$ cat src/rtl/exu_alu_seq.sv
// exu_alu_seq: multi-cycle ALU stage with valid/ready handshakes.
// Single-cycle ops finish at accept; arithmetic right shift iterates one bit per cycle.
`ifndef ISA_WIDTH
`define ISA_WIDTH 32
`endif
`ifndef ALU_FUNCT_WIDTH
`define ALU_FUNCT_WIDTH 4
`endif
`ifndef ADD
`define ADD 0
`endif
`ifndef SUB
`define SUB 1
`endif
`ifndef EQ
`define EQ 2
`endif
`ifndef NEQ
`define NEQ 3
`endif
`ifndef LESS_U
`define LESS_U 4
`endif
`ifndef XOR
`define XOR 5
`endif
`ifndef OR
`define OR 6
`endif
`ifndef SHIFT_R_A
`define SHIFT_R_A 7
`endif
`ifndef NO_FUNCT
`define NO_FUNCT 15
`endif

module exu_alu_seq #(
  parameter int ISA_WIDTH       = `ISA_WIDTH,
  parameter int ALU_FUNCT_WIDTH = `ALU_FUNCT_WIDTH
) (
  input  logic                       clk,
  input  logic                       rst,
  input  logic                       in_valid,
  output logic                       in_ready,
  input  logic [ISA_WIDTH-1:0]       alu_a,
  input  logic [ISA_WIDTH-1:0]       alu_b,
  input  logic [ALU_FUNCT_WIDTH-1:0] alu_funct,
  output logic                       out_valid,
  input  logic                       out_ready,
  output logic [ISA_WIDTH-1:0]       alu_result,
  output logic                       busy
);

  localparam logic [ALU_FUNCT_WIDTH-1:0] F_ADD = ALU_FUNCT_WIDTH'(`ADD);
  localparam logic [ALU_FUNCT_WIDTH-1:0] F_SUB = ALU_FUNCT_WIDTH'(`SUB);
  localparam logic [ALU_FUNCT_WIDTH-1:0] F_EQ  = ALU_FUNCT_WIDTH'(`EQ);
  localparam logic [ALU_FUNCT_WIDTH-1:0] F_NEQ = ALU_FUNCT_WIDTH'(`NEQ);
  localparam logic [ALU_FUNCT_WIDTH-1:0] F_LTU = ALU_FUNCT_WIDTH'(`LESS_U);
  localparam logic [ALU_FUNCT_WIDTH-1:0] F_XOR = ALU_FUNCT_WIDTH'(`XOR);
  localparam logic [ALU_FUNCT_WIDTH-1:0] F_OR  = ALU_FUNCT_WIDTH'(`OR);
  localparam logic [ALU_FUNCT_WIDTH-1:0] F_SRA = ALU_FUNCT_WIDTH'(`SHIFT_R_A);

  typedef enum logic [1:0] {
    IDLE = 2'd0,
    CALC = 2'd1,
    DONE = 2'd2
  } state_e;

  state_e               state_q, state_d;
  logic [ISA_WIDTH-1:0] res_q, res_d;
  logic [4:0]           cnt_q, cnt_d;
  logic [ISA_WIDTH-1:0] calc_res;
  logic [4:0]           shamt;
  logic                 is_shift;
  logic                 unused_b_hi;

  assign shamt       = alu_b[4:0];
  assign is_shift    = (alu_funct == F_SRA);
  assign unused_b_hi = ^alu_b[ISA_WIDTH-1:5];

  assign in_ready   = (state_q == IDLE);
  assign out_valid  = (state_q == DONE);
  assign busy       = (state_q != IDLE);
  assign alu_result = res_q;

  // Single-cycle result; shift seeds the working register with a.
  always_comb begin
    calc_res = '0;
    case (alu_funct)
      F_ADD:   calc_res = alu_a + alu_b;
      F_SUB:   calc_res = alu_a - alu_b;
      F_EQ:    calc_res = ISA_WIDTH'(alu_a == alu_b);
      F_NEQ:   calc_res = ISA_WIDTH'(alu_a != alu_b);
      F_LTU:   calc_res = ISA_WIDTH'(alu_a < alu_b);
      F_XOR:   calc_res = alu_a ^ alu_b;
      F_OR:    calc_res = alu_a | alu_b;
      F_SRA:   calc_res = alu_a;
      default: calc_res = '0;
    endcase
  end

  // Next state: accept in IDLE, shift one bit per CALC cycle, hold in DONE.
  always_comb begin
    state_d = state_q;
    res_d   = res_q;
    cnt_d   = cnt_q;
    unique case (state_q)
      IDLE: begin
        if (in_valid) begin
          res_d = calc_res;
          if (is_shift && (shamt != 5'd0)) begin
            cnt_d   = shamt;
            state_d = CALC;
          end else begin
            state_d = DONE;
          end
        end
      end
      CALC: begin
        res_d = {res_q[ISA_WIDTH-1], res_q[ISA_WIDTH-1:1]};
        cnt_d = cnt_q - 5'd1;
        if (cnt_q == 5'd1) begin
          state_d = DONE;
        end
      end
      DONE: begin
        if (out_ready) begin
          state_d = IDLE;
        end
      end
      default: state_d = IDLE;
    endcase
  end

  // State, result and counter registers.
  always_ff @(posedge clk or negedge rst) begin
    if (!rst) begin
      state_q <= IDLE;
      res_q   <= '0;
      cnt_q   <= '0;
    end else begin
      state_q <= state_d;
      res_q   <= res_d;
      cnt_q   <= cnt_d;
    end
  end

endmodule

$ cat config.mk
export PLATFORM = sky130hd
export DESIGN_NAME = exu_alu_seq
export DESIGN_NICKNAME = d
export VERILOG_FILES = /design/src/rtl/exu_alu_seq.sv
export SDC_FILE = /design/constraint.sdc
export NUM_CORES = 1
export LEC_CHECK = 0
export BUFFER_PORTS_ARGS = -buffer_cell sky130_fd_sc_hd__buf_2
export CORE_ASPECT_RATIO = 0.75
export CORE_UTILIZATION = 29
export CTS_CLUSTER_SIZE = 20
export DETAILED_ROUTE_END_ITERATION = 16
export SETUP_SLACK_MARGIN = 0.2
export SLEW_MARGIN = 20
export SYNTH_ARGS = -nofsm -noshare
export SYNTH_HDL_FRONTEND = slang
export SYNTH_SLANG_ARGS = --single-unit
$ cat constraint.sdc
create_clock -name clk -period 5.6 [get_ports clk]
set_input_delay 1.4 -clock clk [delete_from_list [all_inputs] [get_ports clk]]
set_output_delay 1.4 -clock clk [all_outputs]
set_load 0.005 [all_outputs]
# Word level (Yosys, flattened, before mapping)
# Cells that the tools add are included.
# op_classes
add_sub_neg	3
magnitude_cmp	1
n_eq_ne	16
n_mux	11
n_bitwise	3
reduce_logical	10
# ops
operator	n
$pmux W32 S8	1
$pmux W32 S2	1
$add A32 B32 Y32	1
$eq A32 B32 Y1	1
$lt A32 B32 Y1	1
$mux W32	1
$ne A32 B32 Y1	1
$or A32 B32 Y32	1
$sub A32 B32 Y32	1
$xor A32 B32 Y32	1
$eq A4 B3 Y1 const B	4
$mux W5	2
$pmux W5 S2	1
$reduce_and A3 Y1	3
$eq A4 B2 Y1 const B	2
$mux W2	4
$pmux W2 S3	1
$eq A5 B1 Y1 const B	1
$reduce_bool A5 Y1	1
$sub A5 B1 Y5 const B	1
$eq A4 B1 Y1 const B	1
$logic_not A4 Y1	1
$ne A2 B1 Y1 const B	2
$ne A2 B2 Y1 const B	2
other kinds (7)	8
# word_totals
reg_bits	39

# Longest topological paths before layout
# Gate-level depths: netlist of run 1.
# logic_depth
ltp_word	5
ltp_mapped	13
depth_no_buf	13

# Worst setup path after synthesis of run 1
# No wires, ideal clock.
# synth_path
kind	input to register
startpoint	input alu_a[0]
endpoint	register res_q[26] (netlist: alu_result[26])
setup_time_ns	0.094
arrival_ns	3.751
t_required_ns	5.506
setup_slack_ns	1.755
cell_stages	12
path_buffers	0
cell_sequence	inv_1 ha_1 fa_1 o21bai_2 a2111oi_4 o41ai_4 a211oi_4 o31ai_2 a31oi_1 o311ai_1 o21ai_1 a221oi_2
# synth_via
elab_chain_cells	4
elab_cells_between_ends	5
# synth_rtl
element	line_no	source
start: declaration	45	input logic [ISA_WIDTH-1:0] alu_a,
$sub A32 B32 Y32 / $add A32 B32 Y32 (equally long branches)	91, 90	
$pmux W32 S8 (*)	89	case (alu_funct)
$mux W32 (*)	109	if (in_valid) begin
$pmux W32 S2 (*)	107	unique case (state_q)
end signal: assignment	143	res_q <= res_d;
end: declaration	70	logic [ISA_WIDTH-1:0] res_q, res_d;
# Mark *: on every way between the ends. The rest lies on a longest branch, timed or not. The select of a mux whose other input is x is not followed.
# A chain may end at the register's enable or synchronous reset.

# Worst setup path in the final report of run 1
# layout_path
startpoint	input alu_a[1]
endpoint	register res_q[27] (netlist: alu_result[27])
# The elaborated chain is that of the path after synthesis.

==> reports/qor.csv, run 1 <==
metric,value,unit
placed cell count,1375,
reg2reg path depth,10,
total core area,24200,um^2
Final GP Congestion,0.932,
TritonCTS Sinks,39,
RSZ-0062 raised after global routing,no,
Rows,49,
Startpoint Class,primary input,
initial antenna violation count,0,
Cells after Synth,986,
final period utilization,79.2,%
worst path arrival time,4.60,ns
"flops & latches, synth",39,
top-area cell type share of the netlist area,18.8,%
setup TNS,0,ns
CTS Buf Count,5,
Chip Height,139,um
CTS tree,yes,
vias in the first global route,7453,
Syn Area/Cell,7.31,um^2
Pre-Repair DR Iteration Count,5,
Post-Layout Cell Count,1383,
status,completed,
DRC violation count after routing,0,
Clock Pin Slew Worst Setup and Hold Paths,0.06,ns
synth-to-layout area growth,13.0,%
fraction of registers with async set/reset,100,%
largest net degree at the start of global routing,48,
design area,8150,um^2
max-slew violations,0,
"Distinct cells, synth",74,
global-route wire length before repair,42.5,mm
Peak VDD IR,115,uV
CP peak stage delay,0.55,ns
pwr dens,239,nW/um^2
max-cap check violation count,0,
Mapped Nets,1168,
Rel. slew slack,34.1,%
worst-path fanout max,5,
layout cell share with drive strength beyond 1,14.1,%
"Slowest-stage cell, CP",a211oi_1,
CP Buf/Inv Count,2,
sw frac,47.4,%
quantity of gates resized following cts,0,
"antenna viol nets, final",0,
placed cell area,7990,um^2
Slew @ Worst Pin,0.987,ns
yosys warns,0,
# diodes,0,
dominant cell type by area after synthesis,ha_1,
GRT Total Usage,21.2,%
Setup crit end kind,flop,
kind of critical path,in -> reg,
CP most frequent cell,o21ai_1,
Pleak,3.83,nW
Initial Util,29.8,%
pre-CTS setup slack,0.940,ns
Initial DRC Count,1024,
"top cells by area, synth","ha_1 19%, dfrtp_1 14%, a21oi_1 6.2%, inv_1 4.9%, nor2_1 4.9%",
Post-CTS Hold Fix Bufs,0,
final hold violation count,0,
WP depth,13,
"Min Clock Period, post-route",4.43,ns
cell-internal power,1.02,mW
Clock Latency Late Sink,0.29,ns
full die area,25500,um^2
DRT Wirelength,27.3,mm
reg2reg setup slack,2.69,ns
vias after detailed routing,7839,
Die X,184,um
aggregate global routing overflow,0,
combinational fraction of design power,55.3,%
Clk pwr share,15.6,%
"EDFF count, synth",0,
Root Buffer,clkbuf_16,
fin worst setup slack,1.17,ns
Hold WS,0.508,ns
Top Family by Delay on Critical Path,compound AO/OA/AOI/OAI gates,
clk_skew,0.00388,ns
final setup vio count,0,
WP data required,5.76,ns
Worst Hold Path Cells,2,
post-synthesis sequential area ratio,13.5,%
net switching power,0.922,mW
io pins,107,
PortBufs,106,
Post-Syn Area,7210,um^2
worst path cell trace,buf_2 -> inv_1 -> ha_1 -> o21ba_2 -> a2111o_1 -> a31oi_2 -> o21ai_1 -> a211oi_1 -> nand2b_1 -> a21oi_1 -> o22ai_1 -> xor2_1 -> o21ai_1,
wire length per cell,19.7,um
Longest Clk Path Bufs,2,
hpwl dp,21.5,mm
post-CTS setup buffer count,0,
worst min-delay path category,reg -> reg,
Vias/cell,5.67,
Max H-tree Level,2,
top_reg_cell synth,dfrtp_1,
Sequential Power Share,29.1,%
Final Net Count,1233,
maximum clock frequency,0.226,GHz
Yosys cell counts, drive strengths merged, types with 14 or more instances:
cell type	n
buf	26
nor3	17
clkbuf	34
dfrtp	39
inv	95
mux2i	34
o21ai	63
a31oi	14
a221oi	16
a22oi	14
nor2	96
nand2	73
a21oi	89
nor2b	16
xnor2	22
ha	108
o22ai	34
worst register-to-register path, delay by kind of cell (launching register included):
kind                   cells  cell delay, ns
buffers and inverters      2            0.46
and+or+nand+nor            5            1.46
AOI/OAI and AO/OA          3            0.37
DFF                        1            0.44
metal layers:
metal	vias to the layer above	track usage (%)	wire length, um
met5	-	0	0
met4	0	2.85	221
met3	21	4.24	2460
met2	383	33.0	11800
met1	3746	30.8	12800
li1	3689	-	-
cell usage in the layout (no fill, tap or decap), types with 13 or more instances in the layout:
cell	synthesis	layout
a21o_1	13	13
nor2b_1	16	16
a21oi_1	89	89
buf_4	2	13
nand2_1	73	73
a22oi_1	14	14
dfrtp_1	39	39
o22ai_1	34	34
nor3_1	17	17
mux2i_1	34	34
inv_1	95	95
o21ai_0	56	56
a221oi_1	13	13
buf_2	18	105
nand4_1	13	13
o22a_1	13	13
a31oi_1	13	13
xnor2_1	22	22
ha_1	108	108
nor2_1	94	93
metrics by stage:
step	total power, mW	utilization, %
after global routing	2.08	33.7
after CTS	1.94	33.7
final	1.95	33.7
after global placement	1.62	33.1
after floorplan	1.20	-
after detailed placement	1.63	33.1
power groups by stage:
stage	registers (mW)	logic, mW	clock network, mW
finish	0.566	1.08	0.304
detailed placement	0.569	1.06	0
floorplan	0.517	0.679	0
global route	0.576	1.18	0.321
CTS	0.565	1.07	0.308
global placement	0.568	1.05	0
final cells by class:
cell class	instances	area (um^2)
Sequential cell	39	976
Timing Repair Buffer	118	623
Fill cell	2655	16000
Tap cell	331	414
Clock buffer	6	139
Inverter	95	357
Multi-Input combinational cell	792	5620
Clock inverter	2	16.3
final timing paths:
check	start	to
worst max-delay path	alu_a[1]	alu_result[27]$_DFFE_PN0P_
worst min-delay path	cnt_q[1]$_DFFE_PN0P_	cnt_q[1]$_DFFE_PN0P_
worst max register to register	state_q[0]$_DFFE_PN0P_	alu_result[18]$_DFFE_PN0P_
worst min register to register	cnt_q[1]$_DFFE_PN0P_	cnt_q[1]$_DFFE_PN0P_
max in group asynchronous	rst	alu_result[25]$_DFFE_PN0P_
min in group asynchronous	rst	alu_result[29]$_DFFE_PN0P_
sequential cells by signal, indices dropped and copies added (netlist names):
signal and cells:
cnt_q 5, state_q 2, alu_result 32
kinds of logic (layout without fill, tap and decap cells):
logic type	Yosys count	after routing	share of synthesized area [%]
xor+xnor	27	27	3.28
buf+inv	155	221	8.49
compound gates	344	344	32.5
flops	39	39	13.5
mux	36	36	5.04
simple gates	275	275	17.8
fa+ha+maj	110	110	19.3
(Power assumes the default switching activity.)
==> inputs of run 2 (changes only) <==
clock period = 3.89 ns   (was 5.6 ns; I/O delays follow)
==> reports/qor.csv, run 2 (same netlist as run 1, synthesis figures left out) <==
metric,value,unit,change
# diodes,0,,unchanged
crit path from,alu_a[0],,was alu_a[1]
placed cell count,1453,,was 1375
Rel. slew slack,34.8,%,was 34.1%
initial antenna violation count,0,,unchanged
DRC violation count after routing,0,,unchanged
final period utilization,91.8,%,
"Slowest-stage cell, CP",fa_1,,was a211oi_1
Initial Util,29.8,%,unchanged
synth-to-layout area growth,22.0,%,was 13.0%
quantity of gates resized following cts,0,,unchanged
final hold violation count,0,,unchanged
layout cell share with drive strength beyond 1,20.4,%,was 14.1%
Rows,49,,unchanged
largest net degree at the start of global routing,40,,was 48
Peak VDD IR,207,uV,was 115 uV
Max H-tree Level,2,,unchanged
max-cap check violation count,0,,unchanged
Vias/cell,5.57,,was 5.67
Pre-Repair DR Iteration Count,7,,was 5
Final GP Congestion,0.956,,was 0.932
wire length per cell,19.3,um,was 19.7 um
full die area,25500,um^2,unchanged
Slew @ Worst Pin,0.978,ns,was 0.987 ns
placed cell area,8590,um^2,was 7990 um^2
worst path cell trace,buf_2 -> inv_1 -> ha_1 -> fa_1 -> o21bai_2 -> a2111oi_4 -> o41ai_4 -> a211oi_4 -> o31ai_2 -> a31oi_1 -> o311ai_1 -> o21ai_1 -> a221oi_2,,was buf_2 -> inv_1 -> ha_1 -> o21ba_2 -> a2111o_1 -> a31oi_2 -> o21ai_1 -> a211oi_1 -> nand2b_1 -> a21oi_1 -> o22ai_1 -> xor2_1 -> o21ai_1
Root Buffer,clkbuf_16,,unchanged
Longest Clk Path Bufs,2,,unchanged
Post-CTS Hold Fix Bufs,0,,unchanged
Initial DRC Count,804,,was 1024
"commonest non-fill, non-tap cell in the layout",ha_1,,unchanged
clk_skew,0.00625,ns,was 0.00388 ns
Clock Pin Slew Worst Setup and Hold Paths,0.06,ns,about the same
design area,8790,um^2,was 8150 um^2
CTS tree,yes,,unchanged
Post-Layout Cell Count,1461,,was 1383
io pins,107,,unchanged
final setup vio count,0,,unchanged
vias after detailed routing,8131,,was 7839
max reg flops,32,,unchanged
worst path arrival time,3.77,ns,was 4.60 ns
"commonest non-fill, non-tap cells in the layout","108 x ha_1, 106 x buf_2, 95 x inv_1",,"was 108 x ha_1, 105 x buf_2, 95 x inv_1"
TritonCTS Sinks,39,,unchanged
aggregate global routing overflow,0,,unchanged
worst-path fanout max,3,,was 5
hpwl dp,22.8,mm,was 21.5 mm
Pleak,4.23,nW,was 3.83 nW
Setup crit end kind,flop,,unchanged
Final Net Count,1311,,was 1233
Die X,184,um,unchanged
Clock Latency Late Sink,0.29,ns,about the same
worst min-delay path category,reg -> reg,,unchanged
"antenna viol nets, final",0,,unchanged
GRT Total Usage,21.8,%,was 21.2%
PortBufs,106,,unchanged
global-route wire length before repair,43.7,mm,was 42.5 mm
Startpoint Class,primary input,,unchanged
post-CTS setup buffer count,0,,unchanged
setup TNS,0,ns,unchanged
reg-to-reg startpoint,state_q[0]$_DFFE_PN0P_,,unchanged
CTS Buf Count,5,,unchanged
final core utilization,36.4,%,was 33.7%
status,completed,,unchanged
pwr dens,337,nW/um^2,was 239 nW/um^2
RSZ-0062 raised after global routing,yes,,was no
CP peak stage delay,0.40,ns,was 0.55 ns
max-slew violations,0,,unchanged
Hold Path Origin,alu_result[31]$_DFFE_PN0P_,,was cnt_q[1]$_DFFE_PN0P_
total core area,24200,um^2,unchanged
WP data required,4.09,ns,was 5.76 ns
DRT Wirelength,28.2,mm,was 27.3 mm
maximum clock frequency,0.280,GHz,
vias in the first global route,7732,,was 7453
kind of critical path,in -> reg,,unchanged
Chip Height,139,um,unchanged
"Min Clock Period, post-route",3.57,ns,
[run 2: cell types whose count changed in the layout (fill, tap and decap cells not counted), sizes merged]
| cell | previous run | this run |
|---|---|---|
| bufinv | 0 | 1 |
| inv | 95 | 96 |
| buf | 118 | 196 |
| clkbuf | 6 | 5 |
| clkinvlp | 1 | 0 |
[run 2: report_power, final]
| part | internal [mW] | switching (mW) |
|---|---|---|
| Combinational | 0.708 | 0.953 |
| Clock | 0.306 | 0.182 |
| Sequential | 0.592 | 0.221 |
| Total | 1.61 | 1.36 |
[run 2: final timing paths]
check | cells past startpoint | to | slack, ns
max | 13 | alu_result[26]$_DFFE_PN0P_ | 0.32
min | 2 | alu_result[31]$_DFFE_PN0P_ | 0.51
max reg2reg | 7 | alu_result[25]$_DFFE_PN0P_ | 1.23
min reg2reg | 2 | alu_result[31]$_DFFE_PN0P_ | 0.51
max in group asynchronous | 1 | alu_result[0]$_DFFE_PN0P_ | 2.44
min in group asynchronous | 1 | alu_result[26]$_DFFE_PN0P_ | 0.83
[run 2: final cells by class]
class                   instances  area, um^2
clock buffers                   5         125
repair buffers                196        1220
flip-flops and latches         39         976
well taps                     331         414
inverters                      95         357
clock inverters                 3        47.5
multi-input cells             792        5650
fillers                      2672       15400
[run 2: metrics by stage]
stage	hold slack, ns	power (mW)	worst slack, ns
after detailed placement	0.497	2.44	-0.0119
after global placement	0.489	2.42	0.00679
final	0.508	2.96	0.320
after global routing	0.544	3.17	0.146
after CTS	0.512	2.94	0.287
after floorplan	0.471	1.72	0.473
[run 2: layer usage]
layer | vias to the layer above | wire (um) | global-route usage [%]
met2 | 374 | 11900 | 33.1
met5 | - | 0 | 0
met3 | 39 | 2370 | 3.98
met1 | 3877 | 13400 | 31.9
met4 | 0 | 457 | 4.47
li1 | 3841 | - | -
[run 2: critical path, delay by kind of cell]
kind | cells | cell delay [ns]
AO/OA/AOI/OAI | 9 | 1.98
adder cells (fa/ha/maj) | 2 | 0.63
buffers and inverters | 2 | 0.17
==> inputs of run 3 (changes only) <==
PLACE_DENSITY = 0.5   (was unset)
==> reports/qor.csv, run 3 (same netlist as run 1, synthesis figures left out) <==
metric,value,unit,change
synth-to-layout area growth,21.3,%,was 22.0%
WP data required,4.09,ns,about the same
Slew @ Worst Pin,1.02,ns,was 0.978 ns
Clock Latency Late Sink,0.29,ns,about the same
hpwl dp,22.5,mm,was 22.8 mm
Startpoint Class,primary input,,unchanged
max-slew violations,0,,unchanged
PortBufs,106,,unchanged
Clock Pin Slew Worst Setup and Hold Paths,0.06,ns,about the same
final core utilization,36.2,%,was 36.4%
vias after detailed routing,7980,,was 8131
TritonCTS Sinks,39,,unchanged
final hold violation count,0,,unchanged
setup TNS,0,ns,unchanged
global-route wire length before repair,43.5,mm,was 43.7 mm
RSZ-0062 raised after global routing,no,,was yes
Rel. slew slack,31.9,%,was 34.8%
"commonest non-fill, non-tap cell in the layout",ha_1,,unchanged
CP peak stage delay,0.56,ns,was 0.40 ns
worst path cell trace,buf_2 -> inv_1 -> ha_1 -> inv_1 -> a21oi_1 -> o311ai_0 -> o21ai_2 -> o221ai_2 -> and3_1 -> o32ai_2 -> xor2_1 -> nand3_1 -> a221oi_2,,was buf_2 -> inv_1 -> ha_1 -> fa_1 -> o21bai_2 -> a2111oi_4 -> o41ai_4 -> a211oi_4 -> o31ai_2 -> a31oi_1 -> o311ai_1 -> o21ai_1 -> a221oi_2
# diodes,0,,unchanged
Peak VDD IR,211,uV,was 207 uV
GRT Total Usage,21.7,%,was 21.8%
worst-path fanout max,14,,was 3
Final Net Count,1308,,was 1311
max-cap check violation count,0,,unchanged
DRC violation count after routing,0,,unchanged
worst min-delay path category,reg -> reg,,unchanged
Final GP Congestion,0.951,,was 0.956
"Min Clock Period, post-route",3.55,ns,was 3.57 ns
Pre-Repair DR Iteration Count,5,,was 7
CP most frequent cell,inv_1,,
Hold WS,0.521,ns,was 0.508 ns
CTS Buf Count,5,,unchanged
CTS tree,yes,,unchanged
initial antenna violation count,1,,was 0
worst path arrival time,3.75,ns,was 3.77 ns
total core area,24200,um^2,unchanged
# fillers,2634,,was 2672
Max H-tree Level,2,,unchanged
pwr dens,330,nW/um^2,was 337 nW/um^2
full die area,25500,um^2,unchanged
Initial Util,29.8,%,unchanged
Top Family by Delay on Critical Path,compound AO/OA/AOI/OAI gates,,unchanged
fin worst setup slack,0.338,ns,was 0.320 ns
vias in the first global route,7660,,was 7732
final period utilization,91.3,%,was 91.8%
Setup crit end kind,flop,,unchanged
max reg flops,32,,unchanged
"antenna viol nets, final",0,,unchanged
pre-CTS setup slack,-0.137,ns,was -0.0119 ns
final setup vio count,0,,unchanged
Rows,49,,unchanged
wire length per cell,19.2,um,was 19.3 um
largest net degree at the start of global routing,40,,unchanged
CP Buf/Inv Count,3,,was 2
Chip Height,139,um,unchanged
clk_skew,0.0111,ns,was 0.00625 ns
io pins,107,,unchanged
status,completed,,unchanged
Post-CTS Hold Fix Bufs,0,,unchanged
"Slowest-stage cell, CP",ha_1,,was fa_1
kind of critical path,in -> reg,,unchanged
aggregate global routing overflow,0,,unchanged
Longest Clk Path Bufs,2,,unchanged
layout cell share with drive strength beyond 1,20.0,%,was 20.4%
DRT Wirelength,28.0,mm,was 28.2 mm
maximum clock frequency,0.282,GHz,was 0.280 GHz
Initial DRC Count,772,,was 804
Die X,184,um,unchanged
"commonest non-fill, non-tap cells in the layout","108 x ha_1, 106 x buf_2, 95 x inv_1",,unchanged
Vias/cell,5.47,,was 5.57
Root Buffer,clkbuf_16,,unchanged
Pleak,4.20,nW,was 4.23 nW
run 3: cell types whose count changed in the layout (fill, tap and decap cells not counted), sizes merged:
cell	delta
bufinv	-1
clkbuf	+2
inv	-1
buf	-3
run 3: final timing paths:
kind	startpoint	end	slack [ns]	depth (start not counted)
setup reg to reg	state_q[0]$_DFFE_PN0P_	alu_result[18]$_DFFE_PN0P_	1.56	9
min in group asynchronous	rst	alu_result[27]$_DFFE_PN0P_	0.85	1
max in group asynchronous	rst	alu_result[12]$_DFFE_PN0P_	2.39	1
hold / removal	cnt_q[4]$_DFFE_PN0P_	cnt_q[4]$_DFFE_PN0P_	0.52	2
setup / recovery	alu_a[10]	alu_result[29]$_DFFE_PN0P_	0.34	13
hold reg to reg	cnt_q[4]$_DFFE_PN0P_	cnt_q[4]$_DFFE_PN0P_	0.52	2
run 3: stage by stage:
step / power, mW / instance area (um^2) / std cells
2_1_floorplan: 1.72 / 7210 / 986
3_3_place_gp: 2.43 / 8560 / 1450
3_5_place_dp: 2.44 / 8560 / 1450
4_1_cts: 2.88 / 8720 / 1458
5_1_grt: 3.09 / 8740 / 1458
6_report: 2.88 / 8740 / 1458
run 3: power by group:
| group | switching (mW) | total [mW] | internal [mW] | leakage, nW |
|---|---|---|---|---|
| logic | 0.943 | 1.64 | 0.701 | 3.66 |
| clock network | 0.181 | 0.438 | 0.257 | 0.0741 |
| registers | 0.210 | 0.802 | 0.592 | 0.473 |
| total | 1.33 | 2.88 | 1.55 | 4.20 |
run 3: cell type report:
cell class	instances	area, um^2	area share [%]
clock buffers	7	143	1.63
clock inverters	1	8.76	0.100
inverters	95	357	4.08
multi-input cells	792	5650	64.6
flip-flops and latches	39	976	11.2
well taps	331	414	4.74
repair buffers	193	1200	13.7
run 3: worst reg2reg max path, stage by stage, from the launching register on:
cell,delay [ns]
dfrtp_1,0.44
nor2_1,0.10
or2_2,0.29
a21oi_1,0.17
nor2_1,0.06
buf_4,0.22
nor2_1,0.69
nand2_1,0.09
o21ai_0,0.11
a41oi_1,0.06
run 3: timing repair:
| item | in CTS | in global routing |
|---|---|---|
| pin swaps | 0 | 1 |
| buffers inserted | 0 | 0 |
| resized for setup | 1 | 3 |
| endpoints found under the setup margin | 1 | 3 |
run 3: metal layers:
metal / part of all wire, % / track usage [%] / vias to the layer above
met3: 6.5 / 2.42 / 31
met2: 43 / 33.7 / 298
li1: - / - / 3834
met4: 2.0 / 5.09 / 2
met1: 48 / 31.9 / 3815
met5: 0.046 / 0 / -
